--- config.mk ---
export PLATFORM = sky130hd
export DESIGN_NAME = car_alarm_controller
export DESIGN_NICKNAME = d
export VERILOG_FILES = /design/src/rtl/car_alarm_controller.sv
export SDC_FILE = /design/constraint.sdc
export NUM_CORES = 1
export LEC_CHECK = 0
export CORE_ASPECT_RATIO = 1.75
export CORE_UTILIZATION = 45
export CTS_BUF_LIST = sky130_fd_sc_hd__clkbuf_2 sky130_fd_sc_hd__clkbuf_4 sky130_fd_sc_hd__clkbuf_8
export DETAILED_ROUTE_END_ITERATION = 16
export GPL_ROUTABILITY_DRIVEN = 0
export PLACE_DENSITY = 0.68
export SYNTH_ARGS = -nofsm -noshare
export SYNTH_HDL_FRONTEND = slang
export SYNTH_SLANG_ARGS = --single-unit
--- constraint.sdc ---
create_clock -name Clock -period 2.9 [get_ports Clock]
set_input_delay 0.725 -clock Clock [delete_from_list [all_inputs] [get_ports Clock]]
set_output_delay 0.725 -clock Clock [all_outputs]
set_load 0.02 [all_outputs]
--- src/rtl/car_alarm_controller.sv ---
// -----------------------------------------------------------------------------
// car_alarm_controller
//
// Purpose
//   Clocked, multi-door car alarm. An arm/disarm state machine watches the door
//   switches and the ignition. A shared down-counter times the entry delay
//   before the siren sounds, and then the length of each siren episode. The
//   legacy "lights left on" warning is kept here as a registered output.
//
// Optional feature
//   CAR_ALARM_HAZARD_BLINK_EN : when defined, HazardBlink toggles every
//   BLINK_HALF cycles while in ALARM. When undefined, HazardBlink is tied low,
//   no blink logic is built, and the BLINK_HALF parameter does not exist.
//
// Ports
//   Clock            in   1            system clock, rising edge
//   Reset_n          in   1            asynchronous, active-low reset
//   CarLightsOnSign  in   1            headlights on
//   OpenDoorSign     in   NUM_DOORS    1 = door i open (level)
//   IgnitionSignalOn in   1            ignition on
//   ArmReq           in   1            arm request, 1-cycle pulse
//   DisarmReq        in   1            disarm request, 1-cycle pulse
//   CarAlarmSignal   out  1            siren drive (registered)
//   LightsReminder   out  1            lights on & door open & ignition off
//   ArmedStatus      out  1            1 in ARMED, ENTRY and ALARM
//   AlarmState       out  2            0=DISARMED 1=ARMED 2=ENTRY 3=ALARM
//   TriggeredDoors   out  NUM_DOORS    sticky OR of doors seen open while set
//   AlarmCount       out  ALARM_CNT_W  alarm episodes since disarm, saturating
//   HazardBlink      out  1            hazard-lamp blink during ALARM
// -----------------------------------------------------------------------------
module car_alarm_controller #(
  parameter int NUM_DOORS   = 4,
  parameter int TIMER_W     = 16,
  parameter int ENTRY_DELAY = 16,
  parameter int SIREN_TIME  = 64,
  parameter int ALARM_CNT_W = 4
`ifdef CAR_ALARM_HAZARD_BLINK_EN
  ,
  parameter int BLINK_HALF  = 8
`endif
) (
  input  logic                   Clock,
  input  logic                   Reset_n,
  input  logic                   CarLightsOnSign,
  input  logic [NUM_DOORS-1:0]   OpenDoorSign,
  input  logic                   IgnitionSignalOn,
  input  logic                   ArmReq,
  input  logic                   DisarmReq,
  output logic                   CarAlarmSignal,
  output logic                   LightsReminder,
  output logic                   ArmedStatus,
  output logic [1:0]             AlarmState,
  output logic [NUM_DOORS-1:0]   TriggeredDoors,
  output logic [ALARM_CNT_W-1:0] AlarmCount,
  output logic                   HazardBlink
);

  // The encoding is visible on AlarmState, so it is fixed explicitly.
  typedef enum logic [1:0] {
    S_DISARMED = 2'd0,
    S_ARMED    = 2'd1,
    S_ENTRY    = 2'd2,
    S_ALARM    = 2'd3
  } state_t;

  // Timer reload values. The timer counts down to zero, so an N-cycle
  // interval loads N-1.
  localparam logic [TIMER_W-1:0] LP_ENTRY_LOAD = TIMER_W'(ENTRY_DELAY - 1);
  localparam logic [TIMER_W-1:0] LP_SIREN_LOAD = TIMER_W'(SIREN_TIME - 1);

  state_t                 r_state;
  logic [TIMER_W-1:0]     r_timer;

  state_t                 w_next_state;
  logic [TIMER_W-1:0]     w_next_timer;
  logic                   w_trig;
  logic                   w_timer_zero;
  logic                   w_count_inc;
  logic                   w_count_full;
  logic                   w_lights_warn;

  // Any open door or a running ignition counts as an intrusion.
  assign w_trig        = (|OpenDoorSign) | IgnitionSignalOn;
  assign w_timer_zero  = (r_timer == '0);
  assign w_count_full  = &AlarmCount;
  assign w_lights_warn = CarLightsOnSign & (|OpenDoorSign) & ~IgnitionSignalOn;

  // ---------------------------------------------------------------------------
  // Next-state and timer logic
  // ---------------------------------------------------------------------------
  // NOTE: every signal driven here gets a default value first. A path that
  // leaves a combinational output unassigned would infer a latch.
  always_comb begin
    w_next_state = r_state;
    w_next_timer = r_timer;
    w_count_inc  = 1'b0;

    if (DisarmReq) begin
      // A disarm overrides every other transition in the same cycle.
      w_next_state = S_DISARMED;
      w_next_timer = '0;
    end else begin
      unique case (r_state)
        S_DISARMED: begin
          // An arm request while a door is open or the ignition is on is
          // dropped. It is not held pending.
          if (ArmReq && !w_trig) begin
            w_next_state = S_ARMED;
          end
        end

        S_ARMED: begin
          if (w_trig) begin
            w_next_state = S_ENTRY;
            w_next_timer = LP_ENTRY_LOAD;
          end
        end

        S_ENTRY: begin
          if (w_timer_zero) begin
            w_next_state = S_ALARM;
            w_next_timer = LP_SIREN_LOAD;
            w_count_inc  = 1'b1;
          end else begin
            w_next_timer = r_timer - TIMER_W'(1);
          end
        end

        S_ALARM: begin
          // After a timeout the state returns to ARMED. If the trigger is
          // still present, the next cycle starts a new episode.
          if (w_timer_zero) begin
            w_next_state = S_ARMED;
          end else begin
            w_next_timer = r_timer - TIMER_W'(1);
          end
        end

        default: begin
          w_next_state = S_DISARMED;
          w_next_timer = '0;
        end
      endcase
    end
  end

  // ---------------------------------------------------------------------------
  // State, timer and registered outputs
  // ---------------------------------------------------------------------------
  // Outputs are decoded from the next state. They therefore change on the
  // same edge as AlarmState, with no extra cycle of lag.
  // NOTE: sequential state uses non-blocking assignments only. Every register
  // then samples the values from before the edge, whatever the statement order.
  always_ff @(posedge Clock or negedge Reset_n) begin
    if (!Reset_n) begin
      r_state        <= S_DISARMED;
      r_timer        <= '0;
      CarAlarmSignal <= 1'b0;
      ArmedStatus    <= 1'b0;
      LightsReminder <= 1'b0;
      TriggeredDoors <= '0;
      AlarmCount     <= '0;
    end else begin
      r_state        <= w_next_state;
      r_timer        <= w_next_timer;
      CarAlarmSignal <= (w_next_state == S_ALARM);
      ArmedStatus    <= (w_next_state != S_DISARMED);
      LightsReminder <= w_lights_warn;

      if (DisarmReq) begin
        TriggeredDoors <= '0;
      end else if (r_state != S_DISARMED) begin
        TriggeredDoors <= TriggeredDoors | OpenDoorSign;
      end

      if (DisarmReq) begin
        AlarmCount <= '0;
      end else if (w_count_inc && !w_count_full) begin
        AlarmCount <= AlarmCount + ALARM_CNT_W'(1);
      end
    end
  end

  assign AlarmState = r_state;

  // ---------------------------------------------------------------------------
  // Hazard blink
  // ---------------------------------------------------------------------------
`ifdef CAR_ALARM_HAZARD_BLINK_EN
  localparam int BLINK_CNT_W = (BLINK_HALF > 1) ? $clog2(BLINK_HALF) : 1;
  localparam logic [BLINK_CNT_W-1:0] LP_BLINK_LAST = BLINK_CNT_W'(BLINK_HALF - 1);

  logic [BLINK_CNT_W-1:0] r_blink_cnt;
  logic                   r_blink;

  // The lamp turns on with the siren. It then flips after each BLINK_HALF
  // cycles spent in ALARM, and clears when ALARM is left.
  always_ff @(posedge Clock or negedge Reset_n) begin
    if (!Reset_n) begin
      r_blink_cnt <= '0;
      r_blink     <= 1'b0;
    end else if (w_next_state != S_ALARM) begin
      r_blink_cnt <= '0;
      r_blink     <= 1'b0;
    end else if (r_state != S_ALARM) begin
      r_blink_cnt <= '0;
      r_blink     <= 1'b1;
    end else if (r_blink_cnt == LP_BLINK_LAST) begin
      r_blink_cnt <= '0;
      r_blink     <= ~r_blink;
    end else begin
      r_blink_cnt <= r_blink_cnt + BLINK_CNT_W'(1);
    end
  end

  assign HazardBlink = r_blink;
`else
  assign HazardBlink = 1'b0;
`endif

endmodule

=== Yosys cells after proc, flatten, opt, wreduce, memory -nomap -nowiden ===
Cells that the tools add are included.

* Bitwise logic cells: 5
* Mux-type cells: 18
* Reduce and logical (&&, ||, !) cells: 14
* $add $sub $neg: 2
* Eq/ne operators: 6

{| class="wikitable"
|+ Operator list
! operator !! count
|-
| $mux 16 || 4
|-
| $pmux 16 s3 || 1
|-
| $logic_not 16->1 || 1
|-
| $mux 4 || 4
|-
| $sub 16x1->16 const B || 1
|-
| $mux 2 || 5
|-
| $pmux 2 s4 || 1
|-
| $reduce_bool 2->1 || 4
|-
| $eq 2x2->1 const B || 3
|-
| $ne 3x3->1 const B || 2
|-
| $add 4x1->4 const B || 1
|-
| $or 4x4->4 || 1
|-
| $reduce_and 4->1 || 1
|-
| $reduce_bool 4->1 || 1
|-
| $reduce_or 4->1 || 1
|-
| $mux 1 || 3
|-
| $reduce_and 3->1 || 1
|-
| $and 1x1->1 || 2
|-
| $eq 2x1->1 const B || 1
|-
| $logic_and 1x1->1 || 2
|-
| $logic_not 1->1 || 2
|-
| $logic_not 2->1 || 1
|-
| $not 1->1 || 1
|-
| $or 1x1->1 || 1
|}

* Output and inout bits: 14
* Input port bits: 10
* Logic and storage cells: 52
* Register bits after elaboration: 29

=== Logic depth before layout (Yosys ltp) ===
* Depth after elaboration: 8
* Gate-level depth with buffers: 7
* Depth with buffers taken out: 6

=== Worst setup path before layout ===
No wires, ideal clock.

* Path kind: register to register
* From: register r_timer[0]
* To: register AlarmCount[3]
* Data required time: 2.760 ns
* Stages on the path, launching flop included: 7
* Setup time: 0.140 ns
* Clock period less this slack: 2.096 ns
* Data arrival time: 1.956 ns
* Slack: 0.804 ns
* Path buffers: 0
* Cells stage by stage: dfrtp_1 inv_1 ha_1 nor3b_1 nand4_1 o311ai_0 o41ai_1

* Cells in the longest elaborated chain, start to end: 6

{| class="wikitable"
|+ Ends and longest elaborated chain
! what !! line !! source
|-
| start: declaration || 72 || <nowiki>logic [TIMER_W-1:0] r_timer;</nowiki>
|-
| start signal: assignment || 165 || <nowiki>r_timer <= w_next_timer;</nowiki>
|-
| $logic_not 16->1 || 84 || <nowiki>assign w_timer_zero = (r_timer == '0);</nowiki>
|-
| $mux 1 || 120 || <nowiki>if (w_timer_zero) begin</nowiki>
|-
| $mux 1 || 103 || <nowiki>unique case (r_state)</nowiki>
|-
| $mux 1 || 98 || <nowiki>if (DisarmReq) begin</nowiki>
|-
| $logic_and 1x1->1 || 178 || <nowiki>end else if (w_count_inc && !w_count_full) begin</nowiki>
|-
| $reduce_bool 2->1 (no line) || -- ||
|-
| end signal: assignment || 179 || <nowiki>AlarmCount <= AlarmCount + ALARM_CNT_W'(1);</nowiki>
|-
| end: declaration || 54 || <nowiki>output logic [ALARM_CNT_W-1:0] AlarmCount,</nowiki>
|}

No other way between the ends.
A chain may end at the register's enable or synchronous reset.

=== Final worst setup path ===
* From: register r_timer[10]
* To: register r_timer[9]

* Cells in the longest elaborated chain, start to end: 4
* Elaborated cells between the ends (all ways): 6
* Those cells by class: 1 x eq/ne; 3 x mux; 2 x reduce/logical

{| class="wikitable"
|+ Ends and longest elaborated chain
! what !! line
|-
| $logic_not 16->1 (*) || 84
|-
| $mux 16 || 120
|-
| $pmux 16 s3 || 103
|-
| $mux 16 || 98
|}

Every way passes the cells marked *; elsewhere a longest branch is shown, timed or not.

==> metrics.cfg <==
[layout]
n_fill_cell=329
final_area_mm2=0.00205
fin_nets=222
syn_to_final_growth_pct=20.3
final_common_cell=dfrtp_1
antenna-diode-count=0
mostFrequentLayoutCells=dfrtp_1 (29), clkdlybuf4s50_1 (22), nor2_1 (16), a21oi_1 (15)
drive_gt1_share_pct=11.0

[status]
status=finished clean

[route]
drt_first_pass_iters=4
wl_per_cell_um=18.0
via_per_inst=6.25
vias=1600
drt-total-wl_mm=4.60
drt_iter0_drc=43
post-route-drc-count=0
ant_nets=0

[yosys]
synth_area_leaders=dfrtp_1 (43%), a21oi_1 (4.4%), a31oi_1 (3.7%)
synth_top_area_share_pct=42.6
synthFlopType=dfrtp_1
syn-num-nets=200
synth_seq_cells=29
yosysTopAreaCell=dfrtp_1
syn_inst=188
syn_area_per_cell_um2=9.06
synth_edf_count=0
ys_async_sr_fraction_pct=100
syn_area_mm2=0.00170
ys_seq_area_share_pct=42.6
synth.distinct_cells=52
ys_warn_count=0

[cts]
holdBufCountCts=0
clock_path_buffers=2
cts_setup_buffers=0
clkLatencyLatePin_ns=0.28
cts-root-buf=clkbuf_8
post_cts_resized=0
clkSinkCount=29
cts_buffers=5
h-tree-depth=2
cts_tree=yes
clk_pin_slew_worst_paths_ns=0.06

[die]
fp.dieArea_mm2=0.00405
core_area_mm2=0.00363
io_pins=24
die_x_um=48.5
initial_core_util_pct=47.0
rows=29
die_h_um=83.4

[critical_path]
start_kind=register
cp_slowest_stage_delay_ns=0.69
required_ns=3.03
reg2reg_depth=4
critPathMaxFanout=8
crit_buf_inv=0
slowest_stage=or4_1
crit_type=reg2reg
r2r_end=r_timer[9]
crit_chain=or4_1, or3_2, o21ai_0, o311ai_1
cp.arrival_ns=2.57
path_delay_family=simple AND/OR/NAND/NOR gates
rrSetupSlack_ns=0.46
crit-reg2reg-launch=r_timer[10]
cp-end-kind=register

[timing]
finalCriticalPeriod_ns=2.44
finalHoldViolations=0
fin_hold_ws_ns=0.514
fmax_ghz=0.410
rsz0062_at_grt=false
worst_pin_slew_ns=0.549
fin_setup_tns_ns=0
setup_viol=0
slew_violations=0
timing.final.crit_share_pct=84.2
slew_headroom_pct=63.3
fin_worst_skew_ns=0.00520

[grt]
grt_pass1_vias=1643
gr-total-overflow=0
grt_max_degree=30
grt_use_total_pct=25.2
antenna_found_initial=0
grt_pass1_wl_mm=7.66

[place]
hpwl_mm=3.33
portBuffers=22
dpl_cell_area_mm2=0.00196

[run]
max-cap-violations=0

[power]
peakVddDrop_uv=373
p_per_area_mw_per_mm2=433
leakage_nw=0.845

[hold_path]
hold_path_class=reg2reg
worstHoldStart=TriggeredDoors[3]
holdPathEnd=TriggeredDoors[3]
holdPathStages=2

how the worst max path moves through the flow:
stage                     from            end  slack, ns  depth (start not counted)
2_1_floorplan       r_timer[0]  AlarmCount[3]       0.80                          6
4_1_cts            r_timer[10]     r_timer[9]       0.51                          4
3_3_place_gp   OpenDoorSign[2]     r_timer[3]       0.26                          5
6_report           r_timer[10]     r_timer[9]       0.46                          4
5_1_grt        OpenDoorSign[1]     r_timer[7]       0.39                          5
3_5_place_dp   OpenDoorSign[2]     r_timer[3]       0.23                          5
flip-flops by register name, summed over array words and instances (netlist names):
signal          cells
TriggeredDoors      4
ArmedStatus         1
LightsReminder      1
AlarmState          2
r_timer            16
CarAlarmSignal      1
AlarmCount          4
final cells by class:
cell class	count	area (um^2)	share of cell area, %
multi-input combinational	141	901	43.9
sequential	29	726	35.4
timing repair buffer	26	250	12.2
clock buffer	7	90.1	4.39
tap	46	57.6	2.81
inverter	7	26.3	1.28
layer usage:
| metal | share of wire, % | vias up | track usage (%) |
|---|---|---|---|
| li1 | - | 765 | - |
| met1 | 37 | 761 | 26.9 |
| met2 | 54 | 56 | 43.1 |
| met3 | 4.7 | 18 | 4.76 |
| met4 | 4.3 | 0 | 18.4 |
| met5 | 0 | - | 0 |
report_power, final:
group / internal [W] / switching [W] / leakage, nW
Clock: 0.000197 / 0.000152 / 0.0477
Combinational: 0.0000433 / 0.0000774 / 0.393
Sequential: 0.000411 / 0.00000730 / 0.403
cell families after synthesis:
family	after synthesis	synth area share, %
AOI/OAI and AO/OA	56	23.3
adders and majority gates	2	1.47
buffers and inverters	18	4.55
DFF	29	42.6
muxes	1	0.587
other	1	0.220
and+or+nand+nor	81	27.3
worst min-delay path: cells and delay by family, from the launching register on:
kind            cells  cell delay [ns]
simple gates        1             0.08
compound gates      1             0.05
flops               1             0.35
synth_stat cells, types with 7 or more instances:
cell / number
clkbuf_1: 7
o21ai_0: 8
nor2_1: 16
nand4_1: 8
nor3_1: 7
nand2_1: 10
a21oi_1: 15
dfrtp_1: 29
a31oi_1: 10
nor4_1: 8
inv_1: 7
nand3_1: 8
stage by stage:
| step | setup slack [ns] | power, W | cells | util [%] |
|---|---|---|---|---|
| finish | 0.459 | 0.000887 | 256 | 56.5 |
| global route | 0.391 | 0.000922 | 256 | 56.5 |
| CTS | 0.509 | 0.000892 | 256 | 56.5 |
| detailed placement | 0.234 | 0.000544 | 249 | 54.0 |
| global placement | 0.263 | 0.000541 | 249 | 54.0 |
| floorplan | 0.804 | 0.000494 | 188 | - |
No activity file was read; power rests on OpenSTA's default activity.
